## config.mk

```make
export PLATFORM = sky130hd
export DESIGN_NAME = instr_fetch_unit
export DESIGN_NICKNAME = d
export VERILOG_FILES = /design/src/rtl/instr_fetch_unit.sv
export SDC_FILE = /design/constraint.sdc
export NUM_CORES = 1
export LEC_CHECK = 0
export CAP_MARGIN = 20
export CORE_ASPECT_RATIO = 0.7
export CORE_MARGIN = 1
export CORE_UTILIZATION = 44
export CTS_BUF_LIST = sky130_fd_sc_hd__clkbuf_8
export DETAILED_ROUTE_END_ITERATION = 12
export GPL_ROUTABILITY_DRIVEN = 0
export GPL_TIMING_DRIVEN = 0
export PLACE_DENSITY = 0.71
export SETUP_SLACK_MARGIN = 0.2
export SLEW_MARGIN = 0
export SYNTH_ARGS = -nofsm -noshare
export SYNTH_HDL_FRONTEND = slang
export SYNTH_SLANG_ARGS = --single-unit
```

## constraint.sdc

```tcl
create_clock -name clk -period 7.4 [get_ports clk]
set_clock_uncertainty 0.2 [all_clocks]
set_input_delay 1.11 -clock clk [delete_from_list [all_inputs] [get_ports clk]]
set_output_delay 1.11 -clock clk [all_outputs]
set_load 0.02 [all_outputs]
```

## src/rtl/instr_fetch_unit.sv

```systemverilog
// Instruction fetch stage: owns the PC, issues one outstanding imem request at a time,
// buffers returned words in a small FIFO and hands them to decode with pre-split fields.
`timescale 1ns/1ps

module instr_fetch_unit #(
    parameter logic [31:0] RESET_PC   = 32'h0000_0000,
    parameter int          FIFO_DEPTH = 2
) (
    input  logic        clk,
    input  logic        reset,
    output logic        imem_req,
    output logic [31:0] imem_addr,
    input  logic        imem_gnt,
    input  logic        imem_rvalid,
    input  logic [31:0] imem_rdata,
    output logic        instr_valid,
    input  logic        instr_ready,
    output logic [31:0] instr,
    output logic [31:0] instr_pc,
    output logic [31:0] instr_pc_plus4,
    output logic [6:0]  op,
    output logic [2:0]  funct3,
    output logic        funct7,
    output logic        op5,
    input  logic        redirect,
    input  logic [31:0] redirect_pc
);

    localparam int PTR_W = (FIFO_DEPTH > 1) ? $clog2(FIFO_DEPTH) : 1;
    localparam int CNT_W = PTR_W + 1;
    localparam logic [CNT_W:0]  DEPTH_CNT = (CNT_W + 1)'(FIFO_DEPTH);
    localparam logic [31:0]     PC_INIT   = RESET_PC & 32'hFFFF_FFFC;

    typedef enum logic [1:0] {
        IDLE,
        REQ,
        WAIT,
        DROP
    } state_t;

    state_t state;
    state_t state_next;

    logic [31:0]      pc;
    logic [31:0]      fetch_pc;
    logic [31:0]      target_pc;
    logic [31:0]      buf_instr [FIFO_DEPTH];
    logic [31:0]      buf_pc    [FIFO_DEPTH];
    logic [PTR_W-1:0] wr_ptr;
    logic [PTR_W-1:0] rd_ptr;
    logic [CNT_W-1:0] count;
    logic             in_flight;
    logic             credit;
    logic             push;
    logic             pop;
    logic             granted;

    assign target_pc = redirect_pc & 32'hFFFF_FFFC;
    assign in_flight = (state == WAIT) || (state == DROP);
    // Credit counts the request already in flight so a buffered slot is reserved before fetching.
    assign credit    = ({1'b0, count} + {{CNT_W{1'b0}}, in_flight}) < DEPTH_CNT;
    assign granted   = (state == REQ) && imem_gnt;
    assign pop       = instr_valid && instr_ready && !redirect;

    always_ff @(posedge clk or posedge reset) begin
        if (reset) begin
            state <= IDLE;
        end else begin
            state <= state_next;
        end
    end

    always_comb begin
        state_next = state;
        imem_req   = 1'b0;
        push       = 1'b0;
        case (state)
            IDLE: begin
                if (credit) state_next = REQ;
            end
            REQ: begin
                imem_req = 1'b1;
                if (imem_gnt) state_next = WAIT;
            end
            WAIT: begin
                if (imem_rvalid) begin
                    push       = 1'b1;
                    state_next = credit ? REQ : IDLE;
                end
            end
            DROP: begin
                if (imem_rvalid) state_next = REQ;
            end
            default: state_next = IDLE;
        endcase
        // A redirect overrides everything; any granted-but-unreturned request becomes a stale response to drop.
        if (redirect) begin
            push = 1'b0;
            case (state)
                IDLE:    state_next = REQ;
                REQ:     state_next = imem_gnt ? DROP : REQ;
                WAIT:    state_next = imem_rvalid ? REQ : DROP;
                DROP:    state_next = imem_rvalid ? REQ : DROP;
                default: state_next = REQ;
            endcase
        end
    end

    always_ff @(posedge clk or posedge reset) begin
        if (reset) begin
            pc       <= PC_INIT;
            fetch_pc <= '0;
        end else if (redirect) begin
            pc <= target_pc;
        end else if (granted) begin
            pc       <= pc + 32'd4;
            fetch_pc <= pc;
        end
    end

    always_ff @(posedge clk or posedge reset) begin
        if (reset) begin
            wr_ptr <= '0;
            rd_ptr <= '0;
            count  <= '0;
        end else if (redirect) begin
            wr_ptr <= '0;
            rd_ptr <= '0;
            count  <= '0;
        end else begin
            if (push) wr_ptr <= wr_ptr + 1'b1;
            if (pop)  rd_ptr <= rd_ptr + 1'b1;
            case ({push, pop})
                2'b10:   count <= count + 1'b1;
                2'b01:   count <= count - 1'b1;
                default: count <= count;
            endcase
        end
    end

    // Storage needs no reset: entries are only visible through the occupancy count.
    always_ff @(posedge clk) begin
        if (push) begin
            buf_instr[wr_ptr] <= imem_rdata;
            buf_pc[wr_ptr]    <= fetch_pc;
        end
    end

    assign imem_addr      = imem_req ? pc : 32'd0;
    assign instr_valid    = (count != '0);
    assign instr          = instr_valid ? buf_instr[rd_ptr] : 32'd0;
    assign instr_pc       = instr_valid ? buf_pc[rd_ptr] : 32'd0;
    assign instr_pc_plus4 = instr_valid ? (buf_pc[rd_ptr] + 32'd4) : 32'd0;
    assign op             = instr[6:0];
    assign funct3         = instr[14:12];
    assign funct7         = instr[30];
    assign op5            = instr[5];

endmodule

```

# Word-level counts from Yosys, hierarchy flattened
# Memories as Yosys holds them, arrays and structs flattened.
# Index checks and enable logic that the tools add are counted.
# classes
add_sub_neg,7
magnitude_cmp,1
n_eq_ne,9
n_mux,28
n_bitwise,1
reduce_logical,14
# ops
cell,count
$mux 32,6
$add 32x3->32 const B,2
$mux 2,8
$ne 3x3->1 const B,4
$mux 1,11
$pmux 2 s4,1
$reduce_bool 2->1,4
$eq 2x2->1 const B,3
$pmux 2 s3,1
$eq 2x1->1 const B,2
$pmux 2 s2,1
$reduce_and 4->1,1
$add 2x1->3,1
$logic_and 1x1->1,3
$lt 3x2->1 const B,1
$reduce_bool 3->1,1
$add 1x1->1 const B,2
$add 2x1->2 const B,1
$logic_not 2->1,1
$reduce_and 2->1,1
$reduce_or 2->1,1
$sub 2x1->2 const B,1
$logic_not 1->1,1
$logic_or 1x1->1,1
$not 1->1,1
# totals
reg_bits,70
ramBits,128
in_bits,70
output_inout_bits,142
wordCells,68
memories,2
# mem_list
memory,words,word_bits,rd,rd_ports_with_merged_regs,wr,line_no,source
buf_instr,2,32,1,0,1,47,logic [31:0] buf_instr [FIFO_DEPTH];
buf_pc,2,32,1,0,1,48,logic [31:0] buf_pc [FIFO_DEPTH];

# Depth between registers and ports, before layout
# depth
depth_word,8
ltp_mapped,9
depth_no_buf,6

# Least setup slack after synthesis
# OpenSTA, ideal clock, no wires.
# synth_timing
kind,input -> register
from,in redirect
to,"mem buf_instr[1][0], enable pin"
setup_ns,0.571
t_arrival_ns,6.035
required_ns,6.629
slack_ns,0.594
cell_stages,3
path_buffers,2
path_cell_list,clkbuf_1 > clkbuf_1 > nor3b_1
# synth_between
elab_chain_len,3
# synth_lines
element,line_no,source
"start, declared",25,"input logic redirect,"
$mux 1,97,if (redirect) begin
$mux 1,143,if (push) begin
$mux 1 (implied by the code),144,buf_instr[wr_ptr] <= imem_rdata;
"end, declared",47,
# No other way between the ends.

# Final worst setup path
# layout_timing
from,reg rd_ptr
to,out instr_pc_plus4[26]
# layout_between
elab_chain_len,3
# layout_lines
element,line_no,source
"start, declared",50,logic [PTR_W-1:0] rd_ptr;
"start signal, assigned",132,if (pop) rd_ptr <= rd_ptr + 1'b1;
$mem_v2 2x32,--,
$add 32x3->32,153,assign instr_pc_plus4 = instr_valid ? (buf_pc[rd_ptr] + 32'd4) : 32'd0;
$mux 32,153,
"end, declared",20,"output logic [31:0] instr_pc_plus4,"
# No other way between the ends.

==> results.py <==
metrics = {
    "synth": {
        "synth_top_area_share_pct": 41.3,
        "syn_inst": 757,
        "synth.distinct_cells": 55,
        "synth-seq-area-share_pct": 59.6,
        "synth_edf_count": 124,
        "synth.largest_area_cell": "edfxtp_1",
        "synth_area_per_cell_sq_um": 11.9,
        "synth_warnings": 0,
        "synth-seq-cells": 190,
        "synthArstFlopShare_pct": 34.7,
        "syn_area_sq_mm": 0.00901,
        "synthFlopType": "edfxtp_1",
        "netlist_top_cells_area": "edfxtp_1 41%, dfrtp_1 18%, mux2i_1 5.9%",
    },
    "place": {
        "port_buffers": 202,
        "placed_cells": 1247,
        "hpwlAfterDp_um": 17500,
    },
    "job": {
        "max-cap-violations": 0,
    },
    "pwr": {
        "power.total_mw": 2.35,
        "leakage_nw": 4.15,
        "p_per_area_mw_per_mm2": 197,
        "switching_share_pct": 27.4,
        "max-vdd-ir-drop_uv": 108,
        "clkPwrFrac_pct": 27.9,
        "pwr-share-comb_pct": 14.6,
        "switching_power_mw": 0.646,
        "internal_power_mw": 1.71,
        "pwr-share-seq_pct": 57.5,
    },
    "detailed_routing": {
        "drc_errors": 0,
        "viasPerCell": 5.21,
        "num_vias": 6659,
        "drtIter0Drc": 470,
        "drt_wl_total_um": 23200,
        "ant_nets": 0,
        "routedWlPerCell_um": 18.1,
        "firstDrtPassIters": 5,
    },
    "global_routing": {
        "track_usage_pct": 22.3,
        "first_global_vias": 6212,
        "grt_max_degree": 39,
        "grt_pass1_wl_um": 35300,
        "overflow": 0,
        "antenna_found_initial": 0,
    },
    "clocking": {
        "clk-insertion-delay-late_ns": 0.48,
        "cts.path.max_buffers": 2,
        "cts_tree": "built",
        "clk_pin_slew_ns": 0.10,
        "root_buffer": "clkbuf_8",
        "cts_max_level": 4,
        "postCtsSetupBuffers": 0,
        "cts-resized-gates": 0,
        "postCtsHoldBufs": 0,
        "cts.sinks": 190,
        "cts-buffers-inserted": 17,
    },
    "timing": {
        "slew_violations": 0,
        "rsz0062_at_grt": "no",
        "whs_ns": 0.280,
        "worst_slew_pin_slew_ns": 0.903,
        "finalCriticalPeriod_ns": 5.63,
        "max_freq_mhz": 178,
        "fin_tns_setup_ns": 0,
        "period_share_pct": 76.1,
        "setup_viol": 0,
        "finalHoldViolations": 0,
        "max_slew_margin_pct": 39.6,
    },
    "floorplan": {
        "core_sq_mm": 0.0200,
        "die_y_um": 122,
        "die_w_um": 173,
        "initial_core_util_pct": 45.2,
        "placementRows": 43,
        "pin_count": 212,
        "die_area_sq_mm": 0.0211,
    },
    "status": {
        "status": "finished clean",
    },
    "critical_path": {
        "regToRegSetupSlack_ns": 4.74,
        "setup.worst_path.end": "instr_pc_plus4[26]",
        "r2r_end": "buf_instr[1][18]",
        "cp-start-kind": "flop",
        "r2r_cells": 5,
        "required_ns": 6.09,
        "worstSetupPathType": "flop to output pin",
        "crit_arrival_ns": 4.32,
        "critPathLaunch": "rd_ptr",
        "r2r-start": "state[0]",
        "end_kind": "output pin",
        "critPathMaxFanout": 10,
    },
    "layout": {
        "multiInputGateArea_sq_mm": 0.00335,
        "nets": 1068,
        "final_util_pct": 59.8,
        "layoutNonFillerInstCount": 1279,
        "area_delta_synth_final_pct": 32.4,
        "fillers": 1662,
        "antenna_cells": 0,
        "drive_above_1_share_pct": 11.8,
        "seq_area_sq_mm": 0.00538,
    },
    "min_path": {
        "min_path_type": "flop to flop",
    },
}
[worst max-delay path: stages (launching register included)]
cell and delay (ns):
dfrtp_1 0.50, buf_2 0.27, buf_2 0.27, buf_2 0.35, mux2_2 0.26, ha_1 0.25, a21boi_4 0.42, nand3_4 0.19
or4_1 0.54, a21oi_1 0.16, clkdlybuf4s50_1 0.64
[metal layers]
| layer | up-vias | GRT usage [%] | wire length [um] |
|---|---|---|---|
| met5 | - | 0 | 0 |
| met4 | 0 | 5.42 | 260 |
| met3 | 29 | 5.21 | 1620 |
| met2 | 276 | 31.7 | 9460 |
| met1 | 3171 | 34.3 | 11800 |
| li1 | 3183 | - | - |
[flip-flops by register name (all words and copies together) (netlist names)]
register	flops
rd_ptr	1
state	2
buf_pc	60
wr_ptr	1
count	2
pc	30
buf_instr	64
fetch_pc	30
[cell usage in the layout, fill, tap and decap left out, drive strengths merged, types with 16 or more instances in the layout]
cell type / instances
o21ai: 44
nand4: 20
xnor2: 16
mux2: 35
nor2: 83
and2: 37
xor2: 24
nand3: 24
clkbuf: 36
clkdlybuf4s50: 202
edfxtp: 124
nand2: 64
mux2i: 53
dfrtp: 66
buf: 48
[logic make-up (layout without fill, tap and decap cells)]
family	after synthesis	in the layout	share of synthesized area [%]
simple gates	288	288	16.3
flops	190	190	59.6
mux	88	88	10.3
compound gates	86	86	6.09
buf+inv	62	309	3.54
xor+xnor	40	40	3.89
fa+ha+maj	2	2	0.278
other cells	1	6	0.0416
[metrics by stage]
step	instance area, sq um	worst slack (ns)
2_1_floorplan	9030	0.594
5_1_grt	11900	1.54
3_3_place_gp	11400	-2.48
4_1_cts	11900	1.75
6_report	11900	1.77
3_5_place_dp	11600	2.29
[Yosys cell counts (all sizes together), types with 16 or more instances]
cell type    n
nand2       64
o21ai       44
nand4       20
buf         35
xnor2       16
mux2        35
edfxtp     124
nor2        83
clkbuf      19
nand3       24
mux2i       53
xor2        24
and2        37
dfrtp       66
[how the worst min path moves through the flow]
stage / startpoint / endpoint / slack (ns) / cells past startpoint
6_report: fetch_pc[31] / buf_pc[0][31] / 0.28 / 0
5_1_grt: fetch_pc[3] / buf_pc[1][3] / 0.29 / 0
4_1_cts: fetch_pc[25] / buf_pc[0][25] / 0.28 / 0
3_5_place_dp: fetch_pc[25] / buf_pc[1][25] / 0.25 / 0
3_3_place_gp: fetch_pc[2] / buf_pc[0][2] / 0.25 / 0
2_1_floorplan: fetch_pc[10] / buf_pc[0][10] / 0.24 / 0
[area by class of cell]
class	instances	area share (%)
inverter	8	0.252
clock inverter	15	1.16
multi-input combinational	510	28.1
tap	270	2.83
buffer	54	2.42
timing repair buffer	215	18.2
clock buffer	17	1.96
sequential	190	45.1
[power groups by stage]
stage | clock network, mW | logic, mW | registers, mW
after floorplan | 0 | 0.204 | 1.32
after global placement | 0 | 0.335 | 1.37
after detailed placement | 0 | 0.343 | 1.37
after CTS | 0.666 | 0.345 | 1.35
after global routing | 0.707 | 0.372 | 1.36
final | 0.656 | 0.344 | 1.35
Power figures use the tool's default switching activity.
